### src/rtl/serial_deser_pkg.sv
// Shared types and sizing helpers for the serial_deser deserializer.
package serial_deser_pkg;

    typedef enum logic [0:0] {
        COLLECT = 1'b0,
        PARITY  = 1'b1
    } deser_state_e;

    function automatic int unsigned cnt_width(input int unsigned width);
        return $clog2(width + 1);
    endfunction

endpackage

### src/rtl/serial_deser_out_reg.sv
// One-entry holding register for assembled words: valid/ready output,
// overflow pulse on a dropped word, parity_err carried alongside the word.
module serial_deser_out_reg #(
    parameter int WIDTH = 8
) (
    input  logic             clk_i,
    input  logic             rst_ni,
    input  logic             load_i,
    input  logic [WIDTH-1:0] word_i,
    input  logic             perr_i,
    input  logic             ready_i,
    output logic [WIDTH-1:0] word_o,
    output logic             valid_o,
    output logic             perr_o,
    output logic             overflow_o
);

    logic [WIDTH-1:0] word_q, word_d;
    logic             valid_q, valid_d;
    logic             perr_q, perr_d;
    logic             ovf_q, ovf_d;
    logic             space_s;

    // A slot frees up on the same edge the current word is consumed.
    always_comb begin
        word_d  = word_q;
        valid_d = valid_q;
        perr_d  = perr_q;
        ovf_d   = 1'b0;
        space_s = !valid_q || ready_i;
        if (valid_q && ready_i) begin
            valid_d = 1'b0;
        end else begin
            valid_d = valid_q;
        end
        if (load_i && space_s) begin
            word_d  = word_i;
            perr_d  = perr_i;
            valid_d = 1'b1;
        end else if (load_i) begin
            ovf_d = 1'b1;
        end else begin
            ovf_d = 1'b0;
        end
    end

    // Holding register state.
    always_ff @(posedge clk_i) begin
        if (!rst_ni) begin
            word_q  <= {WIDTH{1'b0}};
            valid_q <= 1'b0;
            perr_q  <= 1'b0;
            ovf_q   <= 1'b0;
        end else begin
            word_q  <= word_d;
            valid_q <= valid_d;
            perr_q  <= perr_d;
            ovf_q   <= ovf_d;
        end
    end

    assign word_o     = word_q;
    assign valid_o    = valid_q;
    assign perr_o     = perr_q;
    assign overflow_o = ovf_q;

endmodule

### src/rtl/serial_deser.sv
// Serial-to-parallel deserializer with valid/ready word output.
// Optional even-parity bit per word enabled by SERIAL_DESER_PARITY_EN.
module serial_deser
    import serial_deser_pkg::*;
#(
    parameter int WIDTH     = 8,
    parameter bit MSB_FIRST = 1'b1
) (
    input  logic             clk,
    input  logic             rst_n,
    input  logic             bit_in,
    input  logic             bit_valid,
    output logic [WIDTH-1:0] word_out,
    output logic             word_valid,
    input  logic             word_ready,
    output logic             overflow,
    output logic             parity_err
);

    localparam int CW = cnt_width(WIDTH);

    deser_state_e     state_q, state_d;
    logic [CW-1:0]    cnt_q, cnt_d;
    logic [WIDTH-1:0] shift_q, shift_d, shifted_s;
    logic             last_data_s;
    logic             done_s;
    logic [WIDTH-1:0] done_word_s;
    logic             done_perr_s;

    // Shift direction decides whether the first bit ends up at the MSB or LSB.
    always_comb begin
        if (MSB_FIRST) begin
            shifted_s = {shift_q[WIDTH-2:0], bit_in};
        end else begin
            shifted_s = {bit_in, shift_q[WIDTH-1:1]};
        end
    end

    assign last_data_s = (cnt_q == CW'(WIDTH - 1));

    // Next-state: collect data bits, then optionally one parity bit.
    always_comb begin
        state_d     = state_q;
        cnt_d       = cnt_q;
        shift_d     = shift_q;
        done_s      = 1'b0;
        done_word_s = shift_q;
        done_perr_s = 1'b0;
        if (bit_valid) begin
            case (state_q)
                COLLECT: begin
                    shift_d = shifted_s;
                    if (last_data_s) begin
                        cnt_d = {CW{1'b0}};
`ifdef SERIAL_DESER_PARITY_EN
                        state_d = PARITY;
`else
                        done_s      = 1'b1;
                        done_word_s = shifted_s;
`endif
                    end else begin
                        cnt_d = cnt_q + CW'(1);
                    end
                end
`ifdef SERIAL_DESER_PARITY_EN
                PARITY: begin
                    done_s      = 1'b1;
                    done_word_s = shift_q;
                    done_perr_s = (^shift_q) ^ bit_in;
                    state_d     = COLLECT;
                end
`endif
                default: begin
                    state_d = COLLECT;
                    cnt_d   = {CW{1'b0}};
                end
            endcase
        end else begin
            state_d = state_q;
        end
    end

    // FSM, bit counter and shift register.
    always_ff @(posedge clk) begin
        if (!rst_n) begin
            state_q <= COLLECT;
            cnt_q   <= {CW{1'b0}};
            shift_q <= {WIDTH{1'b0}};
        end else begin
            state_q <= state_d;
            cnt_q   <= cnt_d;
            shift_q <= shift_d;
        end
    end

    serial_deser_out_reg #(
        .WIDTH (WIDTH)
    ) u_out_reg (
        .clk_i      (clk),
        .rst_ni     (rst_n),
        .load_i     (done_s),
        .word_i     (done_word_s),
        .perr_i     (done_perr_s),
        .ready_i    (word_ready),
        .word_o     (word_out),
        .valid_o    (word_valid),
        .perr_o     (parity_err),
        .overflow_o (overflow)
    );

endmodule
### config.mk
export PLATFORM = sky130hd
export DESIGN_NAME = serial_deser
export DESIGN_NICKNAME = d
export VERILOG_FILES = /design/src/rtl/serial_deser_pkg.sv /design/src/rtl/serial_deser_out_reg.sv /design/src/rtl/serial_deser.sv
export SDC_FILE = /design/constraint.sdc
export NUM_CORES = 1
export LEC_CHECK = 0
export ABC_AREA = 1
export CAP_MARGIN = 15
export CORE_MARGIN = 2
export CORE_UTILIZATION = 35
export DETAILED_ROUTE_END_ITERATION = 10
export PLACE_DENSITY = 0.62
export SYNTH_ARGS = -nofsm -noshare
export SYNTH_HDL_FRONTEND = slang
export SYNTH_SLANG_ARGS = --single-unit
export TNS_END_PERCENT = 1
### constraint.sdc
create_clock -name clk -period 1.5 [get_ports clk]
set_input_delay 0.225 -clock clk [delete_from_list [all_inputs] [get_ports clk]]
set_output_delay 0.225 -clock clk [all_outputs]
set_load 0.01 [all_outputs]
==> results of run 1 <==
## cell families after synthesis
| family | count (synthesis) | synth area share |
|---|---|---|
| fa+ha+maj | 1 | 0.01483 |
| flops | 21 | 0.4985 |
| xor+xnor | 1 | 0.01039 |
| other cells | 1 | 0.004447 |
| buf+inv | 21 | 0.1039 |
| simple gates | 46 | 0.2611 |
| compound gates | 18 | 0.1068 |
## how the worst max path moves through the flow
stage,slack [ps],start,end
finish,90,u_out_reg.word_o[2],word_out[2]
global route,30,u_out_reg.word_o[4],word_out[4]
CTS,70,u_out_reg.word_o[4],word_out[4]
detailed placement,40,bit_valid,u_out_reg.word_o[5]
global placement,80,bit_valid,u_out_reg.word_o[4]
floorplan,440,cnt_q[0],u_out_reg.word_o[0]
## sequential cells by signal (all words and copies together), names as in the netlist
signal / cells
cnt_q: 4
shift_q: 7
u_out_reg.word_o: 8
u_out_reg.valid_o: 1
u_out_reg.overflow_o: 1
## final cells by class
| class | instances | area share |
|---|---|---|
| Clock buffer | 4 | 0.02518 |
| Inverter | 15 | 0.05396 |
| Multi-Input combinational cell | 67 | 0.3213 |
| Sequential cell | 21 | 0.4029 |
| Tap cell | 28 | 0.03357 |
| Timing Repair Buffer | 18 | 0.1631 |
## routing by layer
metal  global-route usage  up-vias  wire length [µm]
met5                    0        -                 0
met4              0.07692        0                42
met3              0.02542        5                68
met2               0.1813       17               608
met1               0.1640      300               734
li1                     -      381                 -
## cell usage in the layout, fill, tap and decap left out, drive strengths merged, types with 3 or more instances in the layout
cell type      count
clkbuf             4
inv               15
dfxtp             21
nand2             13
nand4              9
clkdlybuf4s50     14
nor3               3
a21oi             10
o21ai              8
nor2              21
buf                4
## through the flow
step	cell area, µm²	instances
floorplan	843.3	109
global placement	1017	149
detailed placement	1017	149
CTS	1044	153
global route	1044	153
finish	1044	153
## power by group through the flow
stage	registers, W	logic, W	clock network [W]
final	0.000584	0.0000737	0.000269
after global placement	0.000597	0.0000724	0
after CTS	0.000584	0.0000740	0.000286
after detailed placement	0.000597	0.0000738	0
after floorplan	0.000595	0.0000511	0
after global routing	0.000587	0.0000848	0.000304
==> summary.txt, run 1 <==
Global routing
  – Vias in the first global route: 578
  – First-pass GRT wire length: 2.484 mm
  – Pin count of the biggest net entering global routing: 17
  – All-Layer GR Usage: 0.1236
  – GRT Residual Overflow: 0
  – Initial antenna violation count: 0

Drt
  – DR vias: 703
  – Total Wirelength: 1.453 mm
  – Via density: 4.595
  – Final antenna-violating net count: 0
  – Per-cell routed wire length: 9.497 µm
  – Starting DRT DRC Count: 14
  – DR pass1 iterations: 4
  – Residual DRC: 0

Timing
  – Final count of hold timing violations: 0
  – Crit share post-route: 0.9396
  – Hold_ws: 485.8 ps
  – Fin. max-slew vios: 0
  – Fmax: 709.5 MHz
  – Final setup margin: 90.62 ps
  – RSZ-0062 raised after global routing: no
  – Final setup fails: 0
  – Final min period: 1409 ps
  – Fin Setup TNS: 0 ps
  – Clock Skew: 3.211 ps

Logic synthesis
  – Synth warn: 0
  – Yosys top cell area share: 0.4985
  – Dominant synthesized flop cell: dfxtp_1
  – Mapped Avg Cell Area: 7.737 µm²
  – Synth async-reset ratio: 0
  – Top cells by area, synth: dfxtp_1 50%, nor2_1 8.5%, inv_1 6.2%, a21oi_1 5.9%, nand4_1 5.9%
  – Post-Syn Area: 843.3 µm²
  – Synth Register Bits: 21
  – Post-synth cell types: 17
  – Register area share after synthesis: 0.4985
  – Area leader, netlist: dfxtp_1
  – Post-Syn Instances: 109
  – EDFF count, synth: 0
  – Syn_nets: 115
  – Count leader, synth: dfxtp_1
  – Synth top cells by count: 21 x dfxtp_1, 19 x nor2_1, 14 x inv_1, 13 x nand2_1, 10 x a21oi_1

Setup path
  – Top delay family on crit path: buffers and inverters
  – R2R depth: 5
  – Worst-path cell chain: clkdlybuf4s50_1
  – WP data required: 1270 ps
  – Worst R2R Setup Slack: 280 ps
  – Buf/Inv on CP: 1
  – Element type at the critical path start: flip-flop
  – Crit-path max FO: 2
  – FF-to-FF End: u_out_reg.word_o[5]
  – Worst path max stage delay: 530 ps
  – Crit path depth: 1
  – Endpoint class of the critical path: primary output
  – Reg-to-Reg Start: cnt_q[0]
  – Crit path DAT: 1180 ps
  – CP Class: reg2out
  – Critical Path Slowest Stage Cell: clkdlybuf4s50_1

Die
  – Row cnt: 17
  – Die Y: 53.09 µm
  – Die area: 2818 µm²
  – Core Box Area: 2255 µm²
  – Top Ports: 16
  – Initial core utilization: 0.3740
  – Die W: 53.09 µm

Clock tree
  – CTS Buffer Depth: 2
  – Clock Tree Root: clkbuf_4
  – Hold_buf cts: 0
  – Post-cts resize count: 0
  – H-tree depth: 1
  – Clock slew at reported path FFs: 110 ps
  – Setup Buffers After CTS: 0
  – Clock sinks: 21
  – CTS Buf Count: 3
  – CTS tree: yes
  – Worst-Skew Late Latency: 300 ps

Pwr
  – Clock Power Share: 0.290
  – Share of power burned in registers: 0.631
  – Logic gate share of total power: 0.080
  – Net Sw Frac: 0.2325
  – Internal power: 0.0007109 W
  – Maximum vdd drop: 519.1 µV
  – Cell Pwr Density: 887.7 nW/µm²
  – Leak: 0.4407 nW
  – P_sw: 0.0002154 W
  – Final Total Pwr: 0.0009263 W

Final layout
  – Synth-to-Final Area Change: 23.74%
  – Area of the multi-input gates: 335.3 µm²
  – Fill cells: 247
  – Inserted Diodes: 0
  – Fin nets: 132
  – Register area: 420.4 µm²
  – Share of cells above drive strength 1: 0.08800
  – Layout Utilization: 0.4628

Worst hold path
  – WHS Path Cells: 2
  – Worst min-delay path startpoint: shift_q[3]
  – Worst Hold Class: reg2reg
  – End of the worst hold path: shift_q[4]

Place
  – Port Buffers: 14
  – Final Wtd Congestion: 0.7015
  – DP HPWL: 1.127 mm
  – Setup WS pre-CTS: 37.17 ps

Outcome
  – Status: finished, final reports clean

Job
  – Max-Cap Viols: 0
Note: power is estimated with default switching activity, not from simulation.
==> run 2: changes to the inputs <==
- CORE_UTILIZATION: 35 -> 48
- PLACE_DENSITY: 0.62 -> 0.8
==> run 2 against run 1 <==
Effect of this change: critical path depth is the same; non-clock buffer count shrank 1; critical endpoint is now word_out[3]; utilization grew 14 points; setup slack is essentially flat; die area shrank 25%; sequential cell count is the same.
==> summary.txt, run 2 (synthesis results as in run 1) <==
Setup path
  – Element type at the critical path start: flip-flop
  – Worst-path cell chain: clkdlybuf4s50_1
  – Buf/Inv on CP: 1
  – Top delay family on crit path: buffers and inverters
  – Endpoint class of the critical path: primary output
  – Worst R2R Setup Slack: 250 ps
  – Crit-path max FO: 2
  – Crit path DAT: 1180 ps
  – R2R depth: 5
  – FF-to-FF End: u_out_reg.word_o[1]
  – Critical Path Slowest Stage Cell: clkdlybuf4s50_1
  – Worst path max stage delay: 530 ps
  – CP Class: reg2out
  – WP data required: 1270 ps
  – Reg-to-Reg Start: cnt_q[1]

Job
  – Max-Cap Viols: 0

Timing
  – Fin Setup TNS: 0 ps
  – Fmax: 709.6 MHz
  – Clock Skew: 1.768 ps
  – Crit share post-route: 0.9395
  – Final setup fails: 0
  – Fin. max-slew vios: 0
  – RSZ-0062 raised after global routing: no
  – Final count of hold timing violations: 0
  – Final min period: 1409 ps

Final layout
  – Most frequent cells in the layout: 21 x dfxtp_1, 19 x nor2_1, 14 x inv_1, 14 x clkdlybuf4s50_1, 13 x nand2_1
  – Commonest non-fill, non-tap cell in the layout: dfxtp_1
  – Share of cells above drive strength 1: 0.08871
  – Inserted Diodes: 0
  – Fin nets: 131
  – Max reg flops: 8
  – Synth-to-Final Area Change: 21.36%
  – Fill cells: 160

Pwr
  – P_sw: 0.0002199 W
  – Cell Pwr Density: 904.2 nW/µm²
  – Net Sw Frac: 0.2376
  – Share of power burned in registers: 0.633
  – Internal power: 0.0007056 W
  – Logic gate share of total power: 0.079
  – Maximum vdd drop: 438.6 µV
  – Final Total Pwr: 0.0009254 W
  – Clock Power Share: 0.288
  – Leak: 0.4386 nW

Global routing
  – GRT Residual Overflow: 0
  – First-pass GRT wire length: 2.304 mm
  – Vias in the first global route: 568
  – Initial antenna violation count: 0
  – Pin count of the biggest net entering global routing: 17
  – All-Layer GR Usage: 0.1535

Drt
  – Total Wirelength: 1.449 mm
  – Per-cell routed wire length: 10.28 µm
  – Via density: 5.000
  – Final antenna-violating net count: 0
  – Starting DRT DRC Count: 26
  – Residual DRC: 0
  – DR vias: 705
  – DR pass1 iterations: 4

Clock tree
  – Clock sinks: 21
  – CTS Buffer Depth: 2
  – Hold_buf cts: 0
  – Clock slew at reported path FFs: 110 ps
  – H-tree depth: 1
  – Clock Tree Root: clkbuf_4
  – CTS tree: yes
  – Worst-Skew Late Latency: 300 ps
  – Setup Buffers After CTS: 0
  – Post-cts resize count: 0
  – CTS Buf Count: 3

Worst hold path
  – Worst Hold Class: reg2reg
  – WHS Path Cells: 2
  – End of the worst hold path: u_out_reg.word_o[6]
  – Worst min-delay path startpoint: u_out_reg.word_o[6]

Die
  – Die Y: 45.92 µm
  – Top Ports: 16
  – Core Box Area: 1689 µm²
  – Die W: 45.92 µm
  – Die area: 2108 µm²
  – Row cnt: 15
  – Initial core utilization: 0.4993

Place
  – Port Buffers: 14
  – Final Wtd Congestion: 0.7277
  – DP HPWL: 1.054 mm

Outcome
  – Status: finished, final reports clean
-- run 2: cell count changes in the layout (fill, tap and decap cells not counted), sizes merged --
| cell | delta |
|---|---|
| buf | -1 |
| clkbuf | -1 |
| clkinv | +1 |
-- run 2: power by group through the flow --
stage / combinational, W / sequential (W) / clock (W)
after global routing: 0.0000844 / 0.000588 / 0.000295
after CTS: 0.0000734 / 0.000585 / 0.000273
after floorplan: 0.0000511 / 0.000595 / 0
after detailed placement: 0.0000717 / 0.000597 / 0
after global placement: 0.0000688 / 0.000596 / 0
final: 0.0000729 / 0.000586 / 0.000267
-- run 2: how the worst max path moves through the flow --
stage	start	slack [ps]	depth (start not counted)	to
after floorplan	cnt_q[0]	440	6	u_out_reg.word_o[0]
after global placement	bit_valid	80	6	u_out_reg.word_o[6]
after detailed placement	bit_valid	30	5	u_out_reg.word_o[1]
after CTS	u_out_reg.word_o[4]	80	1	word_out[4]
after global routing	u_out_reg.word_o[4]	40	1	word_out[4]
final	u_out_reg.word_o[3]	90	1	word_out[3]
-- run 2: per-stage QoR --
stage | hold WS, ps | std cells | setup slack [ps] | instance area, µm² | utilization
after floorplan | 377.0 | 109 | 439.8 | 843.3 | -
after global placement | 463.7 | 137 | 84.27 | 996.0 | 0.5896
after detailed placement | 471.7 | 137 | 25.71 | 996.0 | 0.5896
after CTS | 490.5 | 141 | 83.76 | 1023 | 0.6059
after global routing | 507.8 | 141 | 43.41 | 1023 | 0.6059
final | 489.6 | 141 | 90.72 | 1023 | 0.6059
-- run 2: metal layers --
metal  share of wire  global-route usage  routed length (µm)  vias up
li1                -                   -                   -      379
met1            0.48              0.1834                 695      306
met2            0.45              0.2500                 650       15
met3           0.046             0.02381                  67        5
met4           0.024              0.1029                  35        0
met5               0                   0                   0        -
-- run 2: final cells by class --
class                      count  area (µm²)  area share
sequential                    21       420.4      0.4108
multi-input combinational     67       335.3      0.3276
inverter                      15       56.30     0.05501
clock buffer                   3       22.52     0.02200
timing repair buffer          17       162.7      0.1589
clock inverter                 1       5.005    0.004890
tap                           17       21.27     0.02078
==> run 3: changes to the inputs <==
- CORE_MARGIN: 2 -> unset
==> run 3 against run 2 <==
Effect of this change: the flow now finishes with violations (DRC); critical path depth unchanged; die area decreased by 8.5%; worst hold slack got worse by 3.2 ps; setup slack about the same; combinational power decreased by 0.8%; count of clock-buffer cells in the layout unchanged; clock power decreased by 3%; non-clock buffer count unchanged; critical endpoint is now word_out[2]; largest cell class unchanged.
==> summary.txt, run 3 (synthesis results as in run 1) <==
Drt
  – Final antenna-violating net count: 0
  – Starting DRT DRC Count: 15
  – Highest metal used: met4
  – Per-cell routed wire length: 9.800 µm
  – Detailed-routed wire length on met3: 62 µm
  – Via density: 5.014
  – DR vias: 702
  – DR pass1 iterations: 8
  – Total Wirelength: 1.372 mm
  – M1 wire length: 646 µm
  – Residual DRC: 3
  – Routed length on met2: 652 µm

Clock tree
  – Clock slew at reported path FFs: 120 ps
  – Setup Buffers After CTS: 0
  – CTS Buf Count: 3
  – Clock Tree Root: clkbuf_4
  – H-tree depth: 1
  – CTS Buffer Depth: 2
  – Worst-Skew Late Latency: 300 ps
  – Hold_buf cts: 0
  – Clock sinks: 21
  – Post-cts resize count: 0
  – CTS tree: yes

Final layout
  – Register area: 420.4 µm²
  – Area of the multi-input gates: 335.3 µm²
  – Inserted Diodes: 0
  – Max reg flops: 8
  – Synth-to-Final Area Change: 21.22%
  – Share of cells above drive strength 1: 0.08871
  – Fin nets: 131
  – Most frequent cells in the layout: 21 x dfxtp_1, 19 x nor2_1, 14 x inv_1, 14 x clkdlybuf4s50_1, 13 x nand2_1
  – Commonest non-fill, non-tap cell in the layout: dfxtp_1
  – Final Non-Filler Cells: 140
  – Fill cells: 140

Timing
  – Fin. max-slew vios: 0
  – Final min period: 1410 ps
  – Fmax: 709.3 MHz
  – Final count of hold timing violations: 0
  – Fin Setup TNS: 0 ps
  – Clock Skew: 12.89 ps
  – RSZ-0062 raised after global routing: no
  – Crit share post-route: 0.9398
  – Final setup fails: 0

Global routing
  – All-Layer GR Usage: 0.1695
  – First-pass GRT wire length: 2.456 mm
  – Vias in the first global route: 621
  – Pin count of the biggest net entering global routing: 17
  – Initial antenna violation count: 0
  – GRT Residual Overflow: 0

Die
  – Die Y: 43.92 µm
  – Row cnt: 14
  – Initial core utilization: 0.5349
  – Die area: 1929 µm²
  – Top Ports: 16
  – Die W: 43.92 µm
  – Core Box Area: 1577 µm²

Job
  – Max-Cap Viols: 0

Place
  – DP HPWL: 1.095 mm
  – Final Wtd Congestion: 0.7459
  – Port Buffers: 14
  – Cells after DPL: 136

Pwr
  – Maximum vdd drop: 495.3 µV
  – Net Sw Frac: 0.2320
  – Clock Power Share: 0.284
  – Cell Pwr Density: 897.4 nW/µm²
  – Logic gate share of total power: 0.079
  – Internal power: 0.0007046 W
  – Share of power burned in registers: 0.638
  – P_sw: 0.0002128 W
  – Leak: 0.4386 nW

Setup path
  – Top delay family on crit path: buffers and inverters
  – Worst path max stage delay: 540 ps
  – Critical Path Slowest Stage Cell: clkdlybuf4s50_1
  – Worst-path cell chain: clkdlybuf4s50_1
  – WP data required: 1270 ps
  – Crit path DAT: 1180 ps
  – Buf/Inv on CP: 1
  – Element type at the critical path start: flip-flop
  – Endpoint class of the critical path: primary output
  – CP Class: reg2out
  – Crit-path max FO: 2

Outcome
  – Failing checks: DRC
  – Status: finished with violations

Worst hold path
  – Worst Hold Class: reg2reg
## run 3: final timing paths
check                         to  slack, ps  cells past startpoint                 from
min                   shift_q[1]        490                      2           shift_q[0]
max                  word_out[2]         90                      1  u_out_reg.word_o[2]
min reg2reg           shift_q[1]        490                      2           shift_q[0]
max reg2reg  u_out_reg.word_o[5]        270                      6             cnt_q[1]
## run 3: metrics by stage
stage	setup slack, ps	power (W)	hold slack (ps)	utilization	instance area [µm²]
2_1_floorplan	439.8	0.0006465	377.0	-	843.3
3_3_place_gp	86.09	0.0006656	463.5	0.6310	994.7
3_5_place_dp	12.05	0.0006695	469.8	0.6310	994.7
4_1_cts	81.25	0.0009226	486.7	0.6484	1022
5_1_grt	40.97	0.0009587	504.7	0.6484	1022
6_report	90.24	0.0009174	486.5	0.6484	1022
## run 3: power groups by stage
| stage | Sequential, W | Clock [W] | Combinational, W |
|---|---|---|---|
| 2_1_floorplan | 0.000595 | 0 | 0.0000511 |
| 3_3_place_gp | 0.000597 | 0 | 0.0000691 |
| 3_5_place_dp | 0.000598 | 0 | 0.0000720 |
| 4_1_cts | 0.000585 | 0.000266 | 0.0000723 |
| 5_1_grt | 0.000587 | 0.000288 | 0.0000836 |
| 6_report | 0.000585 | 0.000260 | 0.0000723 |
## run 3: cell type report
type                            count  share of cell area
Multi-Input combinational cell     67              0.3280
Inverter                           15             0.05508
Tap cell                           16             0.01958
Clock inverter                      1            0.004896
Clock buffer                        3             0.02203
Sequential cell                    21              0.4113
Timing Repair Buffer               17              0.1591
## run 3: layer usage
metal  up-vias  GRT usage
met4         0    0.07273
met3         2    0.02500
met1       304     0.2067
li1        377          -
met2        19     0.2955
met5         -          0
